--- config.mk ---
export PLATFORM = sky130hd
export DESIGN_NAME = reduce_sampler
export DESIGN_NICKNAME = d
export VERILOG_FILES = /design/src/rtl/reduce_pkg.sv /design/src/rtl/reduce_fifo.sv /design/src/rtl/reduce_sampler.sv
export SDC_FILE = /design/constraint.sdc
export NUM_CORES = 1
export LEC_CHECK = 0
export CAP_MARGIN = 15
export CORE_MARGIN = 8
export CORE_UTILIZATION = 55
export DETAILED_ROUTE_END_ITERATION = 6
export GPL_TIMING_DRIVEN = 0
export PLACE_DENSITY = 0.79
export SKIP_LAST_GASP = 1
export SLEW_MARGIN = 20
export SYNTH_ARGS = -nofsm -noshare
export SYNTH_HDL_FRONTEND = slang
export SYNTH_HIERARCHICAL = 1
export SYNTH_SLANG_ARGS = --single-unit
--- constraint.sdc ---
create_clock -name clk -period 2.6 [get_ports clk]
set_clock_uncertainty 0.2 [all_clocks]
set_input_delay 0.39 -clock clk [delete_from_list [all_inputs] [get_ports clk]]
set_output_delay 0.39 -clock clk [all_outputs]
set_load 0.03 [all_outputs]
--- src/rtl/reduce_pkg.sv ---
// reduce_pkg: shared types, field positions and widths for the reduce sampler
package reduce_pkg;

    localparam int SEQ_W    = 2;
    localparam int OUT_W    = 6;
    localparam int A_BIT    = 0;
    localparam int COUT_BIT = 1;
    localparam int CTRL_BIT = 2;
    localparam int PAR_BIT  = 3;
    localparam int SEQ_LSB  = 4;
    localparam int SEQ_MSB  = 5;

    typedef struct packed {
        logic control;
        logic cout;
        logic a;
    } tuple_t;

    function automatic logic tuple_parity(input tuple_t t);
        return ^t;
    endfunction

endpackage

--- src/rtl/reduce_fifo.sv ---
// reduce_fifo: generic synchronous FIFO with wrap-bit read/write pointers
module reduce_fifo #(
    parameter int DEPTH = 4,
    parameter int WIDTH = 6
) (
    input  logic             clk,
    input  logic             rst,
    input  logic             flush,
    input  logic             push,
    input  logic             pop,
    input  logic [WIDTH-1:0] wdata,
    output logic [WIDTH-1:0] rdata,
    output logic             full,
    output logic             empty
);

    localparam int AW = $clog2(DEPTH);

    logic [AW:0]      wr_ptr_q, wr_ptr_d;
    logic [AW:0]      rd_ptr_q, rd_ptr_d;
    logic [WIDTH-1:0] mem_q [DEPTH];
    logic [WIDTH-1:0] mem_d [DEPTH];

    assign full  = (wr_ptr_q[AW] != rd_ptr_q[AW]) && (wr_ptr_q[AW-1:0] == rd_ptr_q[AW-1:0]);
    assign empty = wr_ptr_q == rd_ptr_q;
    assign rdata = mem_q[rd_ptr_q[AW-1:0]];

    // next pointers and storage; flush rewinds both pointers and ignores traffic
    always_comb begin
        mem_d    = mem_q;
        wr_ptr_d = wr_ptr_q;
        rd_ptr_d = rd_ptr_q;
        if (flush) begin
            wr_ptr_d = '0;
            rd_ptr_d = '0;
        end else begin
            if (push && !full) begin
                mem_d[wr_ptr_q[AW-1:0]] = wdata;
                wr_ptr_d = wr_ptr_q + (AW+1)'(1);
            end
            if (pop && !empty) begin
                rd_ptr_d = rd_ptr_q + (AW+1)'(1);
            end
        end
    end

    // pointer and storage registers; storage needs no reset since pointers gate it
    always_ff @(posedge clk) begin
        if (rst) begin
            wr_ptr_q <= '0;
            rd_ptr_q <= '0;
        end else begin
            wr_ptr_q <= wr_ptr_d;
            rd_ptr_q <= rd_ptr_d;
        end
        mem_q <= mem_d;
    end

endmodule

--- src/rtl/reduce_sampler.sv ---
// reduce_sampler: tags, parity-stamps and buffers reduce-stage result tuples
module reduce_sampler
    import reduce_pkg::*;
#(
    parameter int DEPTH = 4,
    parameter int CNT_W = 8
) (
    input  logic             clk,
    input  logic             rst,
    input  logic             in_valid,
    input  logic             in_a,
    input  logic             in_cout,
    input  logic             in_control,
    output logic             in_ready,
    input  logic             flush,
    output logic             out_valid,
    input  logic             out_ready,
    output logic [OUT_W-1:0] out_data,
    output logic [CNT_W-1:0] ctrl_cnt,
    output logic             dropped
);

    tuple_t             tuple;
    logic               full, empty, push, pop, par_next;
    logic [OUT_W-1:0]   entry, rdata;
    logic [SEQ_W-1:0]   seq_q, seq_d;
    logic               par_q, par_d;
    logic [CNT_W-1:0]   cnt_q, cnt_d;
    logic               drop_q, drop_d;

    assign tuple     = '{control: in_control, cout: in_cout, a: in_a};
    assign in_ready  = !full;
    assign out_valid = !empty;
    assign push      = in_valid && in_ready && !flush;
    assign pop       = out_valid && out_ready && !flush;
    assign par_next  = par_q ^ tuple_parity(tuple);
    assign entry     = {seq_q, par_next, tuple};
    assign out_data  = out_valid ? rdata : '0;
    assign ctrl_cnt  = cnt_q;
    assign dropped   = drop_q;

    reduce_fifo #(.DEPTH(DEPTH), .WIDTH(OUT_W)) u_fifo (
        .clk   (clk),
        .rst   (rst),
        .flush (flush),
        .push  (push),
        .pop   (pop),
        .wdata (entry),
        .rdata (rdata),
        .full  (full),
        .empty (empty)
    );

    // tag, running parity, saturating control counter and sticky drop flag
    always_comb begin
        seq_d  = flush ? '0 : push ? seq_q + SEQ_W'(1) : seq_q;
        par_d  = flush ? 1'b0 : push ? par_next : par_q;
        cnt_d  = (push && in_control && !(&cnt_q)) ? cnt_q + CNT_W'(1) : cnt_q;
        drop_d = drop_q || (in_valid && !in_ready);
    end

    // sampler state registers
    always_ff @(posedge clk) begin
        if (rst) begin
            seq_q  <= '0;
            par_q  <= 1'b0;
            cnt_q  <= '0;
            drop_q <= 1'b0;
        end else begin
            seq_q  <= seq_d;
            par_q  <= par_d;
            cnt_q  <= cnt_d;
            drop_q <= drop_d;
        end
    end

endmodule

# Yosys cells after proc, flatten, opt, wreduce, memory -nomap -nowiden
# Index checks and enable logic that the tools add are counted.
# op_classes
muxes	7
add_sub_neg	4
eq_ne	3
bitwise_logic	4
n_lt_le_gt_ge	3
n_reduce_logical	20
# op_table
operator	count
24-bit bitwise mux	1
6-bit two-way mux	4
6-bit binary-select mux with 2-bit select	1
6-bit demux with 2-bit select	1
1-bit logical AND	11
8-bit by 1-bit adder with 8-bit output, second input constant	1
8-bit AND reduction	1
3-bit by 1-bit adder with 3-bit output, second input constant	2
3-bit >= comparator, second input constant	2
2-bit NOT with 3-bit output	2
1-bit logical NOT	4
3-bit equality test	1
3-bit by 1-bit < comparator with 1-bit output, second input constant	1
3-bit XOR reduction	1
2-bit by 1-bit adder with 2-bit output, second input constant	1
2-bit equality test	1
2-bit AND reduction	1
2-bit OR reduction	1
1-bit logical OR	1
1-bit != test	1
1-bit NOT	1
1-bit bitwise XOR	1
# totals
register_bits	42
output_inout_bits	17
word_cells	51

# Longest topological paths before layout
# depth
ltp_word	7
ltp_mapped	9
depth_no_buf	8

# By module
# The synthesis kept the hierarchy.
# modules_own_cells
mod	area_each_um2	cells_per_inst	seq_area_each_um2	n_inst
reduce_fifo	1432.6	99	840.8	1
reduce_sampler	726.9	79	240.2	1

# Least setup slack after synthesis
# OpenSTA, ideal clock, no wires.
# synth_timing
path_kind	flip-flop to flip-flop
startpoint	register u_fifo.wr_ptr_q[0]
endpoint	register u_fifo/mem_q[0] (netlist bit), enable pin
setup_ns	0.320
t_arrival_ns	1.765
path_buffers	0
stages_incl_launch_ff	9
t_required_ns	2.080
path_slack_ns	0.314
path_cell_list	dfxtp_1 > xor2_2 > nor3_1 > nor2_1 > nand2_1 > inv_1 > inv_1 > a311oi_2 > and2_1
# synth_via
elab_chain_len	7
# synth_lines
item	line	source
start: declaration	reduce_fifo.sv:19	logic [AW:0] wr_ptr_q, wr_ptr_d;
start signal: assignment	reduce_fifo.sv:53	wr_ptr_q <= wr_ptr_d;
2-bit equality test	reduce_fifo.sv:24	assign full = (wr_ptr_q[AW] != rd_ptr_q[AW]) && (wr_ptr_q[AW-1:0] == rd_ptr_q[AW-1:0]);
1-bit logical AND	reduce_fifo.sv:24	
via full	reduce_sampler.sv:24	logic full, empty, push, pop, par_next;
1-bit logical NOT	reduce_sampler.sv:32	assign in_ready = !full;
1-bit logical AND (2 in series)	reduce_sampler.sv:34	assign push = in_valid && in_ready && !flush;
via push	reduce_sampler.sv:24	
1-bit logical AND	reduce_fifo.sv:37	if (push && !full) begin
2-bit AND reduction (no line)	n/a	
end signal: assignment	reduce_fifo.sv:56	mem_q <= mem_d;
end: declaration	reduce_fifo.sv:21	logic [WIDTH-1:0] mem_q [DEPTH];
# The timed path passes the listed nets, and every way through them passes these cells.
# A chain may end at the register's enable or synchronous reset.

# Final worst setup path
# layout_timing
startpoint	register u_fifo.rd_ptr_q[0]
endpoint	output port out_data[0]
# layout_via
elab_chain_len	5
# layout_lines
item	line	source
start: declaration	reduce_fifo.sv:20	logic [AW:0] rd_ptr_q, rd_ptr_d;
start signal: assignment	reduce_fifo.sv:54	rd_ptr_q <= rd_ptr_d;
2-bit NOT with 3-bit output (implied by the code)	reduce_fifo.sv:26	assign rdata = mem_q[rd_ptr_q[AW-1:0]];
6-bit binary-select mux with 2-bit select	reduce_fifo.sv:26	
6-bit two-way mux (implied by the code) (2 in series)	reduce_fifo.sv:26	
via rdata[0]	reduce_sampler.sv:25	logic [OUT_W-1:0] entry, rdata;
6-bit two-way mux	reduce_sampler.sv:38	assign out_data = out_valid ? rdata : '0;
end: declaration	reduce_sampler.sv:18	output logic [OUT_W-1:0] out_data,
# The timed path passes the listed nets, and every way through them passes these cells. The select of a mux whose other input is x is not followed.

==> impl_metrics.py <==
metrics = {
    "status": {
        "status": "completed",
    },
    "pwr": {
        "ir_drop_uv": 534,
        "p_comb_share_pct": 7.3,
        "clockPowerShare_pct": 38.5,
        "p_sw_share_pct": 21.3,
        "total_power_mw": 1.32,
        "intPower_mw": 1.04,
        "leakage_nw": 0.926,
        "switchingPower_mw": 0.282,
        "p_per_area_nw_per_um2": 490,
        "power.share.sequential_pct": 54.2,
    },
    "grt": {
        "grt_pass1_wl_mm": 7.35,
        "grt.total_usage_pct": 14.9,
        "antenna_found_initial": 0,
        "overflow": 0,
        "grt_max_degree": 16,
        "grt_pass1_vias": 1603,
    },
    "layout": {
        "fillerInstances": 250,
        "diodes": 0,
        "drive_above_1_share_pct": 23.1,
        "fin_nets": 225,
        "syn2layout_area_growth_pct": 24.6,
    },
    "critical_path": {
        "crit_path_max_fanout": 10,
        "cp-start-kind": "flop",
        "cp.arrival_ps": 1930,
        "setup.worst_path.end_class": "primary output",
        "critPathKind": "flop to primary output",
        "slowest_delay_ps": 510,
        "cp.required_ps": 2010,
        "crit_path_cell_trace": "buf_6 > mux4_2 > nor2b_1 > dlygate4sd2_1",
        "critPathBufInv": 2,
        "critical_path.top_delay_family": "buffers and inverters",
        "critPathSlowestCell": "mux4_2",
    },
    "yosys": {
        "synth_cells": 178,
        "ys_top_cells_by_count": "24 x edfxtp_1, 18 x dfxtp_1, 9 x nor2b_1",
        "synth_flop_cell": "edfxtp_1",
        "ys_ff_latch": 42,
        "synth_top_family_by_area": "simple AND/OR/NAND/NOR gates",
        "synth_compound_area_share_pct": 8.92,
        "syn_nets": 192,
        "synth_simple_gate_area_share_pct": 20.7,
        "synth_top_cell_area_share_pct": 33.4,
        "synth_adder_area_share_pct": 3.48,
        "yosysMostFrequentCell": "edfxtp_1",
        "avgSynthCellArea_um2": 12.1,
        "yosys_warnings": 6,
        "syn_area_um2": 2160,
        "synthArstFlopShare_pct": 0,
        "synth.area.top_cells": "edfxtp_1 33%, dfxtp_1 17%, mux4_2 6.3%",
        "synth-edff-count": 24,
        "synth.distinct_cells": 45,
        "synth_xor_area_share_pct": 5.16,
        "synth_top_area_cell": "edfxtp_1",
        "synth_mux_area_share_pct": 8.81,
        "ys_seq_area_share_pct": 50.1,
    },
    "route": {
        "vias": 1606,
        "drt_iter0_markers": 116,
        "viasPerCell": 6.18,
        "post-route-drc-count": 0,
        "wl_mm": 4.69,
        "firstDrtPassIters": 4,
        "ant_nets": 0,
        "detail_route.wl_per_cell_um": 18.0,
    },
    "floorplanning": {
        "num_rows": 22,
        "core_um2": 3720,
        "die_area_um2": 6190,
        "chipWidth_um": 78.7,
        "dieHeight_um": 78.7,
        "ioPinCount": 25,
        "initial_core_util_pct": 58.1,
    },
    "clocking": {
        "cts_root_buf": "clkbuf_8",
        "clk_path_buf_depth": 2,
        "cts_buffers": 5,
        "cts.sinks": 42,
        "ctsHoldBuffers": 0,
        "cts_tree": "yes",
        "htree_num_levels": 2,
        "path_clk_slew_ps": 80,
        "clk_latency_ps": 290,
    },
    "timing": {
        "fin_ws_ps": 77.1,
        "final-hold-violation-count": 0,
        "maxSlewViolCount": 0,
        "fin_crit_ps": 2520,
        "hold_ws_ps": 315,
        "max_freq_mhz": 396,
        "tightest_slew_ps": 594,
        "fin_crit_sh_pct": 97.0,
        "maxSlewHeadroom_pct": 60.1,
        "finalSetupViolCount": 0,
        "final.setup.tns_ps": 0,
    },
    "placement": {
        "hpwlAfterDp_mm": 3.15,
        "gp_congestion": 0.841,
        "io_buffer_count": 24,
        "place_ws_ps": -356,
    },
    "worst_hold_path": {
        "hp-class": "flop to flop",
    },
    "job": {
        "maxCapViolations": 0,
    },
}
## worst register-to-register path: cells and delay by family, from the launching register on
family,cells,cell delay [ps]
simple gates,4,600
compound gates,1,330
flops,1,380
xor+xnor,1,280
buf+inv,3,410
## sequential cells by signal, indices dropped and copies added, names as in the netlist
| name | cells |
|---|---|
| u_fifo/wr_ptr_q | 3 |
| ctrl_cnt | 8 |
| dropped | 1 |
| seq_q | 2 |
| u_fifo/rd_ptr_q | 3 |
| u_fifo/mem_q | 24 |
| par_q | 1 |
## cells by family (layout without fill, tap and decap cells)
kind of cell | after synthesis | count (layout)
compound gates | 28 | 28
flops | 42 | 42
fa+ha+maj | 6 | 6
xor+xnor | 11 | 11
mux | 11 | 11
simple gates | 68 | 68
buf+inv | 12 | 46
## per-stage QoR
stage                     util, %  std cells  instance area (um^2)
after floorplan                 -        178                  2160
after global placement       66.2        250                  2460
after detailed placement     66.2        250                  2460
after CTS                    70.4        260                  2620
after global routing         72.4        260                  2690
final                        72.4        260                  2690
## timing repair
item / CTS / global route
pin swaps: 1 / 1
setup buffers: 2 / 0
setup endpoints to repair: 35 / 34
gates resized for setup: 13 / 22
## per-layer routing
layer | wire (um) | part of all wire, % | track usage (%) | vias to the layer above
met4 | 69 | 1.5 | 6.48 | 0
li1 | - | - | - | 740
met5 | 0 | 0 | 0 | -
met3 | 350 | 7.5 | 5.35 | 6
met1 | 1810 | 39 | 16.2 | 791
met2 | 2460 | 52 | 25.7 | 69
## layout by cell type (no fill, tap or decap), types with 4 or more instances in the layout
cell type / instances
a21oi_1: 8
a31oi_1: 5
and2_4: 4
and3_1: 4
buf_4: 4
clkbuf_8: 5
clkdlybuf4s50_1: 16
dfxtp_1: 14
dfxtp_2: 4
dlygate4sd2_1: 4
edfxtp_1: 24
ha_1: 6
inv_1: 6
mux2_2: 4
mux4_2: 6
nand2_1: 7
nand2b_1: 4
nand3_1: 5
nand4_1: 4
nor2_1: 8
nor2b_1: 9
nor4b_1: 4
xnor2_1: 5
## power by group through the flow
stage	Clock [mW]	Combinational (mW)	Sequential, mW
2_1_floorplan	0	0.0498	0.731
3_3_place_gp	0	0.0867	0.730
3_5_place_dp	0	0.0901	0.730
4_1_cts	0.513	0.0926	0.715
5_1_grt	0.538	0.103	0.716
6_report	0.508	0.0958	0.715
## worst paths after layout
| path | start | to | slack, ps | depth (start not counted) |
|---|---|---|---|---|
| worst min register to register | dropped | dropped | 310 | 2 |
| worst max register to register | u_fifo/wr_ptr_q[1] | u_fifo/mem_q[9] | 130 | 9 |
| worst min-delay path | dropped | dropped | 310 | 2 |
| worst max-delay path | u_fifo/rd_ptr_q[0] | out_data[0] | 80 | 4 |
## final cells by class
type / count / area [um^2] / share of cell area, %
clock buffer: 6 / 72.6 / 2.70
clock inverter: 2 / 37.5 / 1.40
timing repair buffer: 26 / 258 / 9.58
sequential: 42 / 1090 / 40.4
multi-input combinational: 124 / 1110 / 41.3
inverter: 7 / 26.3 / 0.977
tap: 48 / 60.1 / 2.23
buffer: 5 / 38.8 / 1.44
Note: power is estimated with default switching activity, not from simulation.
